**src/rtl/vga_pkg.sv**
```systemverilog
// vga_pkg: shared state encoding and AXI response codes for the VGA frame-buffer flip controller.
package vga_pkg;

    typedef enum logic [2:0] {BOOT, IDLE, WR, RESP, RD, RDAT} fb_flip_state_e;

    localparam logic [1:0] AXI_RESP_OKAY   = 2'b00;
    localparam logic [1:0] AXI_RESP_SLVERR = 2'b10;
    localparam logic [1:0] AXI_RESP_DECERR = 2'b11;

endpackage

```
**src/rtl/vga_fb_flip_ctrl.sv**
```systemverilog
// vga_fb_flip_ctrl: issues AXI4-Lite frame-base writes (boot write, then one per flip request).
// Define VGA_FB_READBACK_EN to verify each OKAY write with a read of the same register.
module vga_fb_flip_ctrl
    import vga_pkg::*;
#(
    parameter logic [31:0] FB_REG_ADDR = 32'h1D00_0000,
    parameter logic [31:0] FB0_BASE    = 32'h0F00_0000,
    parameter int          CNT_W       = 16
) (
    input  logic             aclk,
    input  logic             areset,
    input  logic             req_valid,
    input  logic [31:0]      req_base,
    output logic             req_ready,
    output logic [31:0]      m_awaddr,
    output logic             m_awvalid,
    input  logic             m_awready,
    output logic [31:0]      m_wdata,
    output logic [3:0]       m_wstrb,
    output logic             m_wvalid,
    input  logic             m_wready,
    input  logic [1:0]       m_bresp,
    input  logic             m_bvalid,
    output logic             m_bready,
    output logic [31:0]      m_araddr,
    output logic             m_arvalid,
    input  logic             m_arready,
    input  logic [31:0]      m_rdata,
    input  logic [1:0]       m_rresp,
    input  logic             m_rvalid,
    output logic             m_rready,
    output logic [31:0]      cur_base,
    output logic             flip_done,
    output logic [CNT_W-1:0] flip_cnt,
    output logic             err
);

    fb_flip_state_e   state_q;
    logic [31:0]      wdata_q, cur_base_q;
    logic             awvalid_q, wvalid_q, bready_q, aw_done_q, w_done_q;
    logic             is_flip_q, flip_done_q, err_q;
    logic [CNT_W-1:0] flip_cnt_q, flip_cnt_d;
    logic             aw_hs, w_hs, wr_done;

    assign aw_hs      = awvalid_q && m_awready;
    assign w_hs       = wvalid_q && m_wready;
    assign wr_done    = (aw_done_q || aw_hs) && (w_done_q || w_hs);
    assign flip_cnt_d = is_flip_q ? flip_cnt_q + CNT_W'(1) : flip_cnt_q;

    assign req_ready = state_q == IDLE;
    assign m_awaddr  = FB_REG_ADDR;
    assign m_awvalid = awvalid_q;
    assign m_wdata   = wdata_q;
    assign m_wstrb   = 4'hF;
    assign m_wvalid  = wvalid_q;
    assign m_bready  = bready_q;
    assign cur_base  = cur_base_q;
    assign flip_done = flip_done_q;
    assign flip_cnt  = flip_cnt_q;
    assign err       = err_q;

`ifdef VGA_FB_READBACK_EN
    logic arvalid_q, rready_q;
    assign m_araddr  = FB_REG_ADDR;
    assign m_arvalid = arvalid_q;
    assign m_rready  = rready_q;
`else
    logic unused_rd;
    assign unused_rd = ^{m_arready, m_rdata, m_rresp, m_rvalid};
    assign m_araddr  = 32'h0;
    assign m_arvalid = 1'b0;
    assign m_rready  = 1'b0;
`endif

    always_ff @(posedge aclk) begin
        if (areset) begin
            state_q     <= BOOT;
            wdata_q     <= 32'h0;
            cur_base_q  <= 32'h0;
            awvalid_q   <= 1'b0;
            wvalid_q    <= 1'b0;
            bready_q    <= 1'b0;
            aw_done_q   <= 1'b0;
            w_done_q    <= 1'b0;
            is_flip_q   <= 1'b0;
            flip_done_q <= 1'b0;
            err_q       <= 1'b0;
            flip_cnt_q  <= '0;
`ifdef VGA_FB_READBACK_EN
            arvalid_q   <= 1'b0;
            rready_q    <= 1'b0;
`endif
        end else begin
            flip_done_q <= 1'b0;
            case (state_q)
                BOOT: begin
                    wdata_q   <= FB0_BASE;
                    is_flip_q <= 1'b0;
                    awvalid_q <= 1'b1;
                    wvalid_q  <= 1'b1;
                    state_q   <= WR;
                end
                IDLE: if (req_valid) begin
                    wdata_q   <= req_base & ~32'h3;
                    is_flip_q <= 1'b1;
                    awvalid_q <= 1'b1;
                    wvalid_q  <= 1'b1;
                    state_q   <= WR;
                end
                WR: begin
                    // AW and W retire independently; done flags remember the earlier one
                    if (aw_hs) begin
                        awvalid_q <= 1'b0;
                        aw_done_q <= 1'b1;
                    end
                    if (w_hs) begin
                        wvalid_q <= 1'b0;
                        w_done_q <= 1'b1;
                    end
                    if (wr_done) begin
                        aw_done_q <= 1'b0;
                        w_done_q  <= 1'b0;
                        bready_q  <= 1'b1;
                        state_q   <= RESP;
                    end
                end
                RESP: if (m_bvalid) begin
                    bready_q <= 1'b0;
                    if (m_bresp == AXI_RESP_OKAY) cur_base_q <= wdata_q;
                    else err_q <= 1'b1;
`ifdef VGA_FB_READBACK_EN
                    if (m_bresp == AXI_RESP_OKAY) begin
                        arvalid_q <= 1'b1;
                        state_q   <= RD;
                    end else begin
                        flip_done_q <= is_flip_q;
                        flip_cnt_q  <= flip_cnt_d;
                        state_q     <= IDLE;
                    end
`else
                    flip_done_q <= is_flip_q;
                    flip_cnt_q  <= flip_cnt_d;
                    state_q     <= IDLE;
`endif
                end
`ifdef VGA_FB_READBACK_EN
                RD: if (m_arready) begin
                    arvalid_q <= 1'b0;
                    rready_q  <= 1'b1;
                    state_q   <= RDAT;
                end
                RDAT: if (m_rvalid) begin
                    rready_q <= 1'b0;
                    if (m_rresp != AXI_RESP_OKAY || m_rdata != wdata_q) err_q <= 1'b1;
                    flip_done_q <= is_flip_q;
                    flip_cnt_q  <= flip_cnt_d;
                    state_q     <= IDLE;
                end
`endif
                default: state_q <= BOOT;
            endcase
        end
    end

endmodule
```
**config.mk**
```make
export PLATFORM = sky130hd
export DESIGN_NAME = vga_fb_flip_ctrl
export DESIGN_NICKNAME = d
export VERILOG_FILES = /design/src/rtl/vga_pkg.sv /design/src/rtl/vga_fb_flip_ctrl.sv
export SDC_FILE = /design/constraint.sdc
export NUM_CORES = 1
export LEC_CHECK = 0
export ABC_AREA = 1
export BUFFER_PORTS_ARGS = -buffer_cell sky130_fd_sc_hd__buf_2
export CORE_ASPECT_RATIO = 1.5
export CORE_MARGIN = 10
export CORE_UTILIZATION = 45
export CTS_BUF_LIST = sky130_fd_sc_hd__clkbuf_4
export DETAILED_ROUTE_END_ITERATION = 6
export PLACE_DENSITY = 0.9
export SLEW_MARGIN = 20
export SYNTH_ARGS = -nofsm -noshare
export SYNTH_HDL_FRONTEND = slang
export SYNTH_SLANG_ARGS = --single-unit
```
**constraint.sdc**
```tcl
create_clock -name aclk -period 1.63 [get_ports aclk]
set_input_delay 0.326 -clock aclk [delete_from_list [all_inputs] [get_ports aclk]]
set_output_delay 0.326 -clock aclk [all_outputs]
set_load 0.01 [all_outputs]
```
==> metrics.yaml <==
critical_path:
  cp_slowest_cell: "dfxtp_2"
  r2r-end: "flip_cnt[12]"
  crit_required_ns: 1.30
  worstPathArrival_ns: 1.18
  crit_end: "req_ready"
  criticalPathCategory: "reg2out"
  crit_path_start_kind: "flip-flop"
  critical_path.reg2reg.startpoint: "flip_cnt[0]"
  r2r_slack_ns: 0.18
  cp_max_fo: 5
  worstRegToRegCells: 8
  critPathCaptureType: "primary output"
  crit_chain: "inv_1, nor2_4, buf_2"
  max_stage_delay_ns: 0.39
  cp-startpoint: "state_q[0]"
clock_tree:
  clk_pin_slew_worst_paths_ns: 0.13
  tritoncts: "done"
  clock_sinks: 86
  cts_hold_buffers: 0
  h-tree-depth: 3
  clkLatencyLatePin_ns: 0.44
  cts_buffers: 9
  cts_root_buf: "clkbuf_4"
  clock_path_buffers: 2
routing:
  top_layer: "met4"
  drc: 0
  dr_wl_met3_mm: 1.32
  ant_nets: 0
  firstDrtPassIters: 4
  wirelength_mm: 10.7
  wl_met1_mm: 3.79
  wire_per_inst_um: 14.6
  wl_met2_mm: 5.41
  vias: 3432
  routed_via_density: 4.69
  drtIter0Drc: 128
die:
  io-pin-count: 232
  die_area_um2: 12800
  chipHeight_um: 134
  die_w_um: 95.7
  rows: 41
  initial_utilization_pct: 46.0
  core-area_um2: 8410
yosys:
  yosysTopAreaCell: "dfxtp_1"
  yosysSeqAreaShare_pct: 44.5
  async_reset_ff_share_pct: 0
  yosysMostFrequentCell: "dfxtp_1"
  syn_area_um2: 3870
  ys_ff_latch: 86
  ys_types: 28
  synth_common_cells: "dfxtp_1, nor2_1, buf_4, nand2_1, a21oi_1"
  syn_avg_cell_area_um2: 7.72
  synthTopCellsByArea: "dfxtp_1, buf_4, nor2_1"
  synth_flop_cell: "dfxtp_1"
  yosysWarnings: 0
  synth_edf_count: 0
  synthDominantCellAreaShare_pct: 44.5
  synthCells: 501
timing:
  tns_ns: 0
  fmax_mhz: 662
  period_share_pct: 92.6
  fin_crit_ns: 1.51
  finalSetupViolCount: 0
  finalClockSkew_ns: 0.0222
  rsz0062_at_grt: "no"
  setup_slack_ns: 0.120
  report.final.slew_viol_count: 0
  hold_viol_final: 0
status:
  status: "finished clean"
hold_path:
  hold_path_depth: 3
  hold_path.class: "in2reg"
finish:
  n_antenna_cell: 0
  area_growth_pct: 14.0
  final_util_pct: 52.4
  drive_above_1_share_pct: 24.8
  fin_cells: 732
  num-nets-final: 697
power:
  pwr_density_cell_nw_per_um2: 774
  ir_worst_vdd_mv: 0.467
  p_leak_nw: 2.26
run:
  drv_cap: 0
global_routing:
  grt.total_usage_pct: 16.0
  grt_pass1_wl_mm: 16.3
  antenna_found_initial: 0
  grt_max_degree: 46
  grt-ovfl-total: 0
  grt_pass1_vias: 3322
placement:
  portBuffers: 119
  gp_congestion: 0.827
  hpwlAfterDp_mm: 8.37
  place_ws_ns: 0.200
  dp_cells: 715
## per-stage QoR
stage                     power, W  hold slack, ns  cell area (um^2)
final                      0.00341           0.144              4410
after global routing       0.00355           0.129              4410
after detailed placement   0.00244           0.455              4300
after floorplan            0.00247           0.488              4140
after global placement     0.00243           0.447              4300
after CTS                  0.00344           0.114              4410
## layout make-up
cell class / instances / area [um^2]
fill: 811 / 4000
sequential: 86 / 1720
multi-input combinational: 361 / 1610
timing repair buffer: 133 / 726
tap: 107 / 134
inverter: 29 / 111
clock buffer: 10 / 75.1
clock inverter: 6 / 28.8
## repair_timing
item	CTS	global route
buffers inserted	1	0
gates resized for setup	0	1
endpoints found under the setup margin	1	1
pin swaps	1	0
## per-layer routing
layer | vias up | global-route usage, %
met4 | 0 | 6.99
met3 | 13 | 5.96
li1 | 1701 | -
met5 | - | 0
met1 | 1564 | 16.4
met2 | 154 | 27.8
## layout by cell type, fill, tap and decap left out, types with 2 or more instances in the layout
cell type,instances
dfxtp_1,85
o21ai_1,7
buf_12,2
a21o_1,2
clkinv_1,3
buf_4,12
nor2_1,80
o21ai_0,40
xor2_1,2
conb_1,74
clkbuf_4,10
nor2_4,3
a21oi_1,47
clkinv_2,2
buf_2,119
nor3_1,4
inv_1,27
nand2_1,58
nand4_1,2
nand3_1,34
## how the worst min path moves through the flow
stage,from,to
finish,req_base[19],m_wdata[19]
global route,req_base[11],m_wdata[11]
CTS,req_base[19],m_wdata[19]
detailed placement,m_wdata[25],cur_base[25]
global placement,err,err
floorplan,m_bready,m_bready
## report_power, final
group | internal [W] | switching, W | total (W)
Clock | 0.000311 | 0.000697 | 0.00101
Sequential | 0.00212 | 0.0000105 | 0.00213
Combinational | 0.0000730 | 0.000203 | 0.000276
Total | 0.00250 | 0.000911 | 0.00341
## critical path: cells and delay by family (launching register included)
kind	cells	cell delay [ns]
buffers and inverters	2	0.24
flip-flops	1	0.39
AND/OR/NAND/NOR	1	0.13
## flip-flops by register name (all words and copies together) (netlist names), 2 cells and up
| register | count |
|---|---|
| cur_base | 30 |
| m_wdata | 30 |
| flip_cnt | 16 |
| state_q | 2 |
## cells by family (layout without fill, tap and decap cells)
kind of cell,Yosys count,count (layout),synth area share [%]
simple gates,183,183,20.2
buf+inv,126,178,20.8
compound gates,101,101,13.5
flops,86,86,44.5
other cells,2,74,0.194
xor+xnor,2,2,0.453
fa+ha+maj,1,1,0.323
Note: power is estimated with default switching activity, not from simulation.
